$ cat config.mk
export PLATFORM = sky130hd
export DESIGN_NAME = uart_receiver
export DESIGN_NICKNAME = d
export VERILOG_FILES = /design/src/rtl/uart_pkg.sv /design/src/rtl/uart_rx_fifo.sv /design/src/rtl/uart_receiver.sv
export SDC_FILE = /design/constraint.sdc
export NUM_CORES = 1
export LEC_CHECK = 0
export CORE_MARGIN = 8
export CORE_UTILIZATION = 58
export DETAILED_ROUTE_END_ITERATION = 10
export MAX_ROUTING_LAYER = met4
export PLACE_DENSITY = 0.84
export REMOVE_ABC_BUFFERS = 1
export SETUP_SLACK_MARGIN = 0.15
export SLEW_MARGIN = 20
export SYNTH_ARGS = -nofsm -noshare
export SYNTH_HDL_FRONTEND = slang
export SYNTH_SLANG_ARGS = --single-unit
$ cat constraint.sdc
create_clock -name clk16x -period 2.3 [get_ports clk16x]
set_input_delay 0.345 -clock clk16x [delete_from_list [all_inputs] [get_ports clk16x]]
set_output_delay 0.345 -clock clk16x [all_outputs]
set_load 0.005 [all_outputs]
$ cat src/rtl/uart_pkg.sv
// Shared definitions for the 16x-oversampling UART receive path:
// FSM state encoding, frame constants, vote tick positions and the
// FIFO entry layout.
package uart_pkg;

    localparam int DATA_BITS  = 8;
    localparam int OVERSAMPLE = 16;

    // Tick positions inside a 16-tick bit cell used for the 2-of-3 vote.
    localparam int TICK_S0 = 7;
    localparam int TICK_S1 = 8;
    localparam int TICK_S2 = 9;

    typedef enum logic [2:0] {
        IDLE   = 3'd0,
        START  = 3'd1,
        DATA   = 3'd2,
        PARITY = 3'd3,
        STOP   = 3'd4,
        HUNT   = 3'd5
    } uart_state_e;

    typedef struct packed {
        logic                 frame_err;
        logic                 parity_err;
        logic [DATA_BITS-1:0] data;
    } uart_entry_t;

    function automatic logic majority3(input logic a, input logic b, input logic c);
        return (a & b) | (a & c) | (b & c);
    endfunction

endpackage

$ cat src/rtl/uart_rx_fifo.sv
// Receive FIFO with first-word fall-through head output.
// A push into a full FIFO is dropped and raises a sticky overrun flag,
// unless a pop happens on the same edge, in which case both proceed.
// The head output reads as all zeros while the FIFO is empty.
module uart_rx_fifo
    import uart_pkg::*;
#(
    parameter int DEPTH = 4
) (
    input  logic       clk_i,
    input  logic       rst_ni,
    input  logic       push_i,
    input  logic [9:0] entry_i,
    input  logic       rd_n_i,
    output logic [9:0] head_o,
    output logic       ready_o,
    output logic       overrun_o
);

    localparam int            AW       = $clog2(DEPTH);
    localparam logic [AW:0]   FULL_CNT = (AW+1)'(DEPTH);

    uart_entry_t   mem_q [DEPTH];
    logic [AW-1:0] wr_ptr_q, wr_ptr_d;
    logic [AW-1:0] rd_ptr_q, rd_ptr_d;
    logic [AW:0]   count_q, count_d;
    logic          overrun_q, overrun_d;
    logic          empty, full, do_pop, do_push, drop;

    // Qualify push/pop against the occupancy and compute next pointers/flags.
    always_comb begin
        empty     = (count_q == '0);
        full      = (count_q == FULL_CNT);
        do_pop    = !rd_n_i && !empty;
        do_push   = push_i && (!full || do_pop);
        drop      = push_i && !do_push;
        wr_ptr_d  = do_push ? wr_ptr_q + 1'b1 : wr_ptr_q;
        rd_ptr_d  = do_pop  ? rd_ptr_q + 1'b1 : rd_ptr_q;
        count_d   = count_q + {{AW{1'b0}}, do_push} - {{AW{1'b0}}, do_pop};
        // A drop on the same edge as a pop keeps the flag set.
        overrun_d = drop ? 1'b1 : (do_pop ? 1'b0 : overrun_q);
    end

    // Storage array; contents need no reset because the head is gated when empty.
    always_ff @(posedge clk_i) begin
        if (do_push) begin
            mem_q[wr_ptr_q] <= entry_i;
        end
    end

    // Pointer, occupancy and overrun registers.
    always_ff @(posedge clk_i or negedge rst_ni) begin
        if (!rst_ni) begin
            wr_ptr_q  <= '0;
            rd_ptr_q  <= '0;
            count_q   <= '0;
            overrun_q <= 1'b0;
        end else begin
            wr_ptr_q  <= wr_ptr_d;
            rd_ptr_q  <= rd_ptr_d;
            count_q   <= count_d;
            overrun_q <= overrun_d;
        end
    end

    // First-word fall-through head and status outputs.
    always_comb begin
        ready_o   = !empty;
        head_o    = empty ? 10'h000 : mem_q[rd_ptr_q];
        overrun_o = overrun_q;
    end

endmodule

$ cat src/rtl/uart_receiver.sv
// 16x-oversampling UART receiver: 2-flop input synchronizer, frame FSM
// with 2-of-3 majority sampling, and a small result FIFO.
// Optional feature macro: UART_RX_PARITY_EN (adds an odd-parity bit).
//
// Host handshake: r_ready high means d_out/parity_error/frame_error hold
// a valid head entry. The entry is consumed on a rising clk16x edge where
// rdn = 0 and r_ready = 1; rdn = 0 while r_ready = 0 has no effect. The
// next entry (or empty state) is visible right after the pop edge.
module uart_receiver
    import uart_pkg::*;
#(
    parameter int DEPTH = 4
) (
    input  logic       clk16x,
    input  logic       clrn,
    input  logic       rxd,
    input  logic       rdn,
    output logic [7:0] d_out,
    output logic       r_ready,
    output logic       parity_error,
    output logic       frame_error,
    output logic       overrun,
    output logic [2:0] fsm_state
);

    localparam int TW = $clog2(OVERSAMPLE);
    localparam int BW = $clog2(DATA_BITS);

    logic                 rxd_meta_q, rxd_sync_q, rxd_s;
    uart_state_e          state_q, state_d;
    logic [TW-1:0]        tick_q, tick_d;
    logic [BW-1:0]        bit_q, bit_d;
    logic [DATA_BITS-1:0] shift_q, shift_d;
    logic                 s0_q, s0_d, s1_q, s1_d;
`ifdef UART_RX_PARITY_EN
    logic                 perr_q, perr_d;
`endif
    logic                 decide, vote, push;
    logic [9:0]           entry;
    uart_entry_t          head;

    // Two-flop synchronizer for the asynchronous serial input; idles high.
    always_ff @(posedge clk16x or negedge clrn) begin
        if (!clrn) begin
            rxd_meta_q <= 1'b1;
            rxd_sync_q <= 1'b1;
        end else begin
            rxd_meta_q <= rxd;
            rxd_sync_q <= rxd_meta_q;
        end
    end

    assign rxd_s = rxd_sync_q;

    // tick_q counts edges since T0, so the edge for tick k is the one
    // where tick_q still holds k-1. The vote closes on the tick-9 edge.
    assign decide = (tick_q == TW'(TICK_S2 - 1)) && (state_q != IDLE) && (state_q != HUNT);
    assign vote   = majority3(s0_q, s1_q, rxd_s);

    // FSM state and receive datapath registers.
    always_ff @(posedge clk16x or negedge clrn) begin
        if (!clrn) begin
            state_q <= IDLE;
            tick_q  <= '0;
            bit_q   <= '0;
            shift_q <= '0;
            s0_q    <= 1'b1;
            s1_q    <= 1'b1;
`ifdef UART_RX_PARITY_EN
            perr_q  <= 1'b0;
`endif
        end else begin
            state_q <= state_d;
            tick_q  <= tick_d;
            bit_q   <= bit_d;
            shift_q <= shift_d;
            s0_q    <= s0_d;
            s1_q    <= s1_d;
`ifdef UART_RX_PARITY_EN
            perr_q  <= perr_d;
`endif
        end
    end

    // Next-state logic: frame sequencing, bit shifting and parity check.
    always_comb begin
        state_d = state_q;
        tick_d  = tick_q + 1'b1;
        bit_d   = bit_q;
        shift_d = shift_q;
        s0_d    = (tick_q == TW'(TICK_S0 - 1)) ? rxd_s : s0_q;
        s1_d    = (tick_q == TW'(TICK_S1 - 1)) ? rxd_s : s1_q;
`ifdef UART_RX_PARITY_EN
        perr_d  = perr_q;
`endif
        case (state_q)
            IDLE: begin
                tick_d = '0;
                if (!rxd_s) state_d = START;
            end
            START: begin
                if (decide) begin
                    bit_d   = '0;
                    state_d = vote ? IDLE : DATA;
                end
            end
            DATA: begin
                if (decide) begin
                    shift_d = {vote, shift_q[DATA_BITS-1:1]};
                    bit_d   = bit_q + 1'b1;
                    if (bit_q == BW'(DATA_BITS - 1)) begin
`ifdef UART_RX_PARITY_EN
                        state_d = PARITY;
`else
                        state_d = STOP;
`endif
                    end
                end
            end
`ifdef UART_RX_PARITY_EN
            PARITY: begin
                if (decide) begin
                    // Odd parity: data plus parity bit must hold an odd count of ones.
                    perr_d  = ~(^{shift_q, vote});
                    state_d = STOP;
                end
            end
`endif
            STOP: begin
                // Return to IDLE mid-stop so an immediately following start bit is caught.
                if (decide) state_d = vote ? IDLE : HUNT;
            end
            HUNT: begin
                if (rxd_s) state_d = IDLE;
            end
            default: state_d = IDLE;
        endcase
    end

    // Output logic: FIFO push on the stop vote and debug state view.
    always_comb begin
        push      = (state_q == STOP) && decide;
`ifdef UART_RX_PARITY_EN
        entry     = {~vote, perr_q, shift_q};
`else
        entry     = {~vote, 1'b0, shift_q};
`endif
        fsm_state = state_q;
    end

    uart_rx_fifo #(
        .DEPTH(DEPTH)
    ) u_fifo (
        .clk_i    (clk16x),
        .rst_ni   (clrn),
        .push_i   (push),
        .entry_i  (entry),
        .rd_n_i   (rdn),
        .head_o   (head),
        .ready_o  (r_ready),
        .overrun_o(overrun)
    );

    assign d_out        = head.data;
    assign parity_error = head.parity_err;
    assign frame_error  = head.frame_err;

endmodule

Yosys cells after proc, flatten, opt, wreduce, memory -nomap -nowiden --
Memories as Yosys holds them, arrays and structs flattened. Cells that the tools add are included. Widths: inputs -> output; s select.
Storage, ports and cells: memories 1, bits in registers 30, output and inout port bits 15, memory bits (writable) 36, logic and storage cells 78
Operators by class: equal/unequal tests 16, reductions and logical operators 19, bitwise gates (word level) 6, multiplexer cells 18, $add $sub $neg 6
Memories:
- u_fifo.mem_q | words 4, bits a word 9, rd ports 1, clocked after Yosys merged registers in 0, wr ports 1, RTL line uart_rx_fifo.sv:23 | uart_entry_t mem_q [DEPTH];
Operators by type and width (count):
- $mux 3 | 9
- $pmux 3 s5 | 1
- $eq 3x3->1 const B | 4
- $ne 2x2->1 const B | 6
- $mux 10 | 1
- $eq 4x3->1 const B | 2
- $logic_and 1x1->1 | 6
- $logic_not 3->1 | 2
- $pmux 3 s2 | 1
- $reduce_and 6->1 | 1
- $add 2x1->2 const B | 2
- $add 4x1->4 const B | 1
- $eq 4x4->1 const B | 1
- $logic_not 1->1 | 4
- $mux 1 | 4
- $mux 4 | 1
- $reduce_bool 2->1 | 2
- $add 3x1->3 | 1
- $add 3x1->3 const B | 1
- $and 1x1->1 | 3
- $eq 3x1->1 const B | 1
- $eq 3x2->1 const B | 1
- $ne 3x3->1 const B | 1
- $reduce_and 3->1 | 1
- 7 further kinds | 8

Logic depth before layout (Yosys ltp) --
word-level depth 8, gate-level depth with buffers 11, depth with buffers taken out 10

Cells and area by module --
Synthesis repeated with hierarchy kept, for this count alone.
Unflattened totals: cells, all modules 198, area total of the unflattened synthesis 3119.2 µm²
By module, submodules not included:
- uart_rx_fifo | cells an instance 104, area an instance 1971.9 µm², times used 1, seq. area each 1401.3 µm²
- uart_receiver | cells an instance 94, area an instance 1147.4 µm², times used 1, seq. area each 555.5 µm²

Least setup slack after synthesis --
OpenSTA, ideal clock, no wires.
kind register to register, from register tick_q[0], to register u_fifo.count_q[2], setup time 123 ps, arrival time 2005 ps, stages on the path, launching flop included 12, setup slack 173 ps, clock period less this slack 2127 ps, cells stage by stage dfrtp_1 -> inv_1 -> ha_1 -> and3b_2 -> nand3_1 -> nor2b_1 -> buf_4 -> ha_1 -> inv_1 -> fa_1 -> xnor2_1 -> xnor2_1
On the way: cells in the longest elaborated chain, start to end 7
Ends and longest elaborated chain:
- start, declared | RTL line uart_receiver.sv:31 | logic [TW-1:0] tick_q, tick_d;
- start signal, assigned | RTL line uart_receiver.sv:74 | tick_q <= tick_d;
- $eq 4x4->1 | RTL line uart_receiver.sv:57 | assign decide = (tick_q == TW'(TICK_S2 - 1)) && (state_q != IDLE) && (state_q != HUNT);
- $logic_and 1x1->1 (2 in a row) | RTL line uart_receiver.sv:57
- $logic_and 1x1->1 | RTL line uart_receiver.sv:142 | push = (state_q == STOP) && decide;
- $logic_and 1x1->1 | RTL line uart_rx_fifo.sv:35 | do_push = push_i && (!full || do_pop);
- net u_fifo.do_push | RTL line uart_rx_fifo.sv:28 | logic empty, full, do_pop, do_push, drop;
- $add 3x1->3 | RTL line uart_rx_fifo.sv:39 | count_d = count_q + {{AW{1'b0}}, do_push} - {{AW{1'b0}}, do_pop};
- $sub 3x1->3 | RTL line uart_rx_fifo.sv:39
- net u_fifo.count_d[2] | RTL line uart_rx_fifo.sv:26 | logic [AW:0] count_q, count_d;
- end signal, assigned | RTL line uart_rx_fifo.sv:61 | count_q <= count_d;
- end, declared | RTL line uart_rx_fifo.sv:26
The timed path passes the listed nets, and every way through them passes these cells. A chain may end at the register's enable or synchronous reset.

Final worst setup path --
from register u_fifo.rd_ptr_q[0], to output d_out[6]
On the way: cells in the longest elaborated chain, start to end 2
Ends and longest elaborated chain:
- start, declared | RTL line uart_rx_fifo.sv:25 | logic [AW-1:0] rd_ptr_q, rd_ptr_d;
- start signal, assigned | RTL line uart_rx_fifo.sv:60 | rd_ptr_q <= rd_ptr_d;
- $mem_v2 4x9
- $mux 10 | RTL line uart_rx_fifo.sv:69 | head_o = empty ? 10'h000 : mem_q[rd_ptr_q];
- end, declared | RTL line uart_receiver.sv:18 | output logic [7:0] d_out,
No other way between the ends.

==> metrics.yaml <==
outcome:
  status: "completed"
floorplanning:
  fp.coreArea_mm2: 0.004755
  ios: 19
  die-height_um: 86.33
  fp.dieW_um: 86.33
  core.rowCount: 25
  die_area_mm2: 0.007453
  initial_core_util_pct: 60.34
power_and_ir_drop:
  ir_drop_mv: 0.6159
  switching_share_pct: 29.28
  p_int_uw: 2628
  p_leak_uw: 0.001460
  p_switching_uw: 1088
  p_seq_share_pct: 42.3
  clockPowerShare_pct: 24.2
  pwr-share-comb_pct: 33.5
  power-per-cell-area_mw_per_mm2: 1067
detailed_routing:
  drc_errors: 0
  wire_per_inst_um: 17.52
  drtIter0Drc: 116
  vias: 1672
  ant_nets: 0
  viasPerCell: 5.411
  finalWirelength_mm: 5.414
  first_pass_iters: 4
finish:
  drive_gt1_share_pct: 33.47
  area_growth_syn_to_layout_pct: 21.33
  final_cell_mix: "edfxtp_1 (36), dfrtp_1 (24), buf_4 (19)"
  layout_commonest_cell: "edfxtp_1"
  layout.nets: 253
  final_core_utilization_pct: 73.21
  finalNonFillerCells: 309
  fillCellCount: 293
  final_area_mm2: 0.003481
  antenna_cells: 0
synth:
  muxShareOfSynthArea_pct: 11.12
  synth.area.top_cells: "edfxtp_1 (38%), dfrtp_1 (23%), mux4_2 (7.1%)"
  synth_edf_count: 36
  avgSynthCellArea_um2: 15.02
  synthCells: 191
  synthArstFlopShare_pct: 45.45
  synth-xor-area-share_pct: 2.137
  synthFlopType: "edfxtp_1"
  synth.top_cell.area_share_pct: 37.68
  yosys_warnings: 0
  synthAdderAreaFrac_pct: 5.844
  yosys_register_bits: 66
  netlist-cell-type-count: 38
  synth_top_family_by_area: "simple AND/OR/NAND/NOR gates"
  synth-compound-area-share_pct: 2.486
  synthesis.area_mm2: 0.002869
  synth_area_leader_cell: "edfxtp_1"
  yosys.area_share.simple_pct: 11.12
  seq_area_frac_synth_pct: 64.02
sta:
  rsz0062_at_grt: "yes"
  finClkSkew_ns: 0.008084
  hold_viol_final: 0
  setup_viol_count_final: 0
  final.setup.tns_ns: 0
  fin_crit_ns: 2.156
  setup_slack_ns: 0.1440
  max_freq_mhz: 463.8
  report.final.slew_viol_count: 0
  finalCritPeriodShare_pct: 93.74
cts:
  root_buffer: "clkbuf_8"
  clock_path_buffers: 2
  clock_latency_ns: 0.33
  htreeDepth: 3
  numCtsBuffers: 9
  clkTransAtPathRegs_ns: 0.07
  cts_sinks: 66
  cts_tree: "yes"
worst_setup_path:
  critPathMaxFanout: 6
  crit_arrival_ns: 1.81
  cpMaxStageDelayCell: "mux4_2"
  crit_path_cell_trace: "buf_12, buf_4, mux4_2, nor2b_2, clkdlybuf4s15_1"
  critPathMaxStageDelay_ns: 0.47
  reg2reg_setup_slack_ns: 0.17
  start_kind: "register"
  cp.required_ns: 1.96
  r2r_start: "tick_q[0]"
  rr_endpoint: "u_fifo.count_q[2]"
  endpoint_kind: "output port"
  crit_type: "register to output port"
  r2r_cells: 10
placement:
  post-dp-hpwl_mm: 3.391
  io_buffers: 17
  placed_area_mm2: 0.003166
  dpl.cell_count: 278
  gp_congestion: 0.8063
  dpl_worst_slack_ns: -0.008271
min_path:
  whs_endpoint: "rxd_s"
  hold_start: "rxd_meta_q"
  hold_path_class: "register to register"
  worstHoldPathCells: 0
global_routing:
  grt_pass1_vias: 1821
  grt_max_degree: 31
  gr-usage-all-layers_pct: 16.17
  grt_first_pass_wirelength_mm: 8.825
  gr-total-overflow: 0
  antenna_found_initial: 0
flow_run:
  maxCapViolCount: 0
-- critical path: cells and delay by family (launching register included) --
family,cells,cell delay (ns)
muxes,1,0.47
buffers and inverters,3,0.44
DFF,1,0.41
and+or+nand+nor,1,0.16
-- cell usage after synthesis, types with 3 or more instances --
library cell	n
edfxtp_1	36
dfrtp_1	26
nor2b_1	15
nand2_1	14
ha_1	11
inv_1	10
mux2_2	9
mux4_2	9
nor2_1	7
nand3_1	5
o21ai_0	5
xnor2_1	5
and2_1	4
dfstp_2	4
buf_4	3
-- through the flow --
step / power [uW] / hold WS, ns
6_report: 3716 / 0.3563
5_1_grt: 3940 / 0.3600
4_1_cts: 3607 / 0.3563
3_5_place_dp: 2627 / 0.3472
3_3_place_gp: 2559 / 0.3462
2_1_floorplan: 2158 / 0.04941
-- cell families (layout without fill, tap and decap cells) --
kind of cell | count (synthesis) | after routing
flops | 66 | 66
mux | 19 | 19
compound gates | 11 | 11
buf+inv | 18 | 69
fa+ha+maj | 13 | 13
other cells | 1 | 1
simple gates | 56 | 56
xor+xnor | 7 | 7
-- sequential cells by signal, indices dropped and copies added (netlist names) --
| name | cells |
|---|---|
| rxd_meta_q | 1 |
| u_fifo.wr_ptr_q | 2 |
| shift_q | 8 |
| rxd_s | 1 |
| tick_q | 4 |
| fsm_state | 3 |
| u_fifo.rd_ptr_q | 2 |
| u_fifo.overrun_o | 1 |
| u_fifo.count_q | 3 |
| u_fifo.mem_q | 36 |
| s1_q | 1 |
| bit_q | 3 |
| s0_q | 1 |
-- worst max-delay path by stage --
stage	startpoint	to	slack (ns)	depth (start not counted)
2_1_floorplan	u_fifo.count_q[1]	u_fifo.count_q[2]	-0.32	9
3_3_place_gp	rdn	u_fifo.count_q[2]	0.08	9
3_5_place_dp	rdn	u_fifo.count_q[2]	-0.008	9
4_1_cts	u_fifo.rd_ptr_q[0]	d_out[4]	0.06	5
5_1_grt	tick_q[0]	u_fifo.count_q[2]	0.05	10
6_report	u_fifo.rd_ptr_q[0]	d_out[6]	0.14	5
-- area by class of cell --
class | count | area, um^2 | share of cell area, %
repair buffers | 43 | 364.1 | 10.46
clock buffers | 12 | 135.1 | 3.882
multi-input cells | 107 | 978.4 | 28.11
flip-flops and latches | 66 | 1839 | 52.84
inverters | 10 | 37.54 | 1.078
well taps | 67 | 83.83 | 2.408
clock inverters | 4 | 42.54 | 1.222
-- power groups by stage --
stage	registers [uW]	logic (uW)	clock network, uW
after floorplan	1590	568	0
after global placement	1570	984	0
after detailed placement	1590	1030	0
after CTS	1560	1130	916
after global routing	1590	1380	966
final	1570	1240	900
-- routing by layer --
layer | GRT usage, % | part of all wire, % | wire (um)
met4 | 8.294 | 2.9 | 159
met3 | 5.860 | 5.9 | 322
met2 | 26.25 | 52 | 2818
met1 | 17.02 | 39 | 2114
met5 | - | 0 | 0
-- what timing repair did --
action	4_1_cts	5_1_grt
buffers inserted	11	4
setup endpoints to repair	11	9
gates resized for setup	21	22
hold buffers	0	0
pin swaps	4	2
Power figures use the tool's default switching activity.
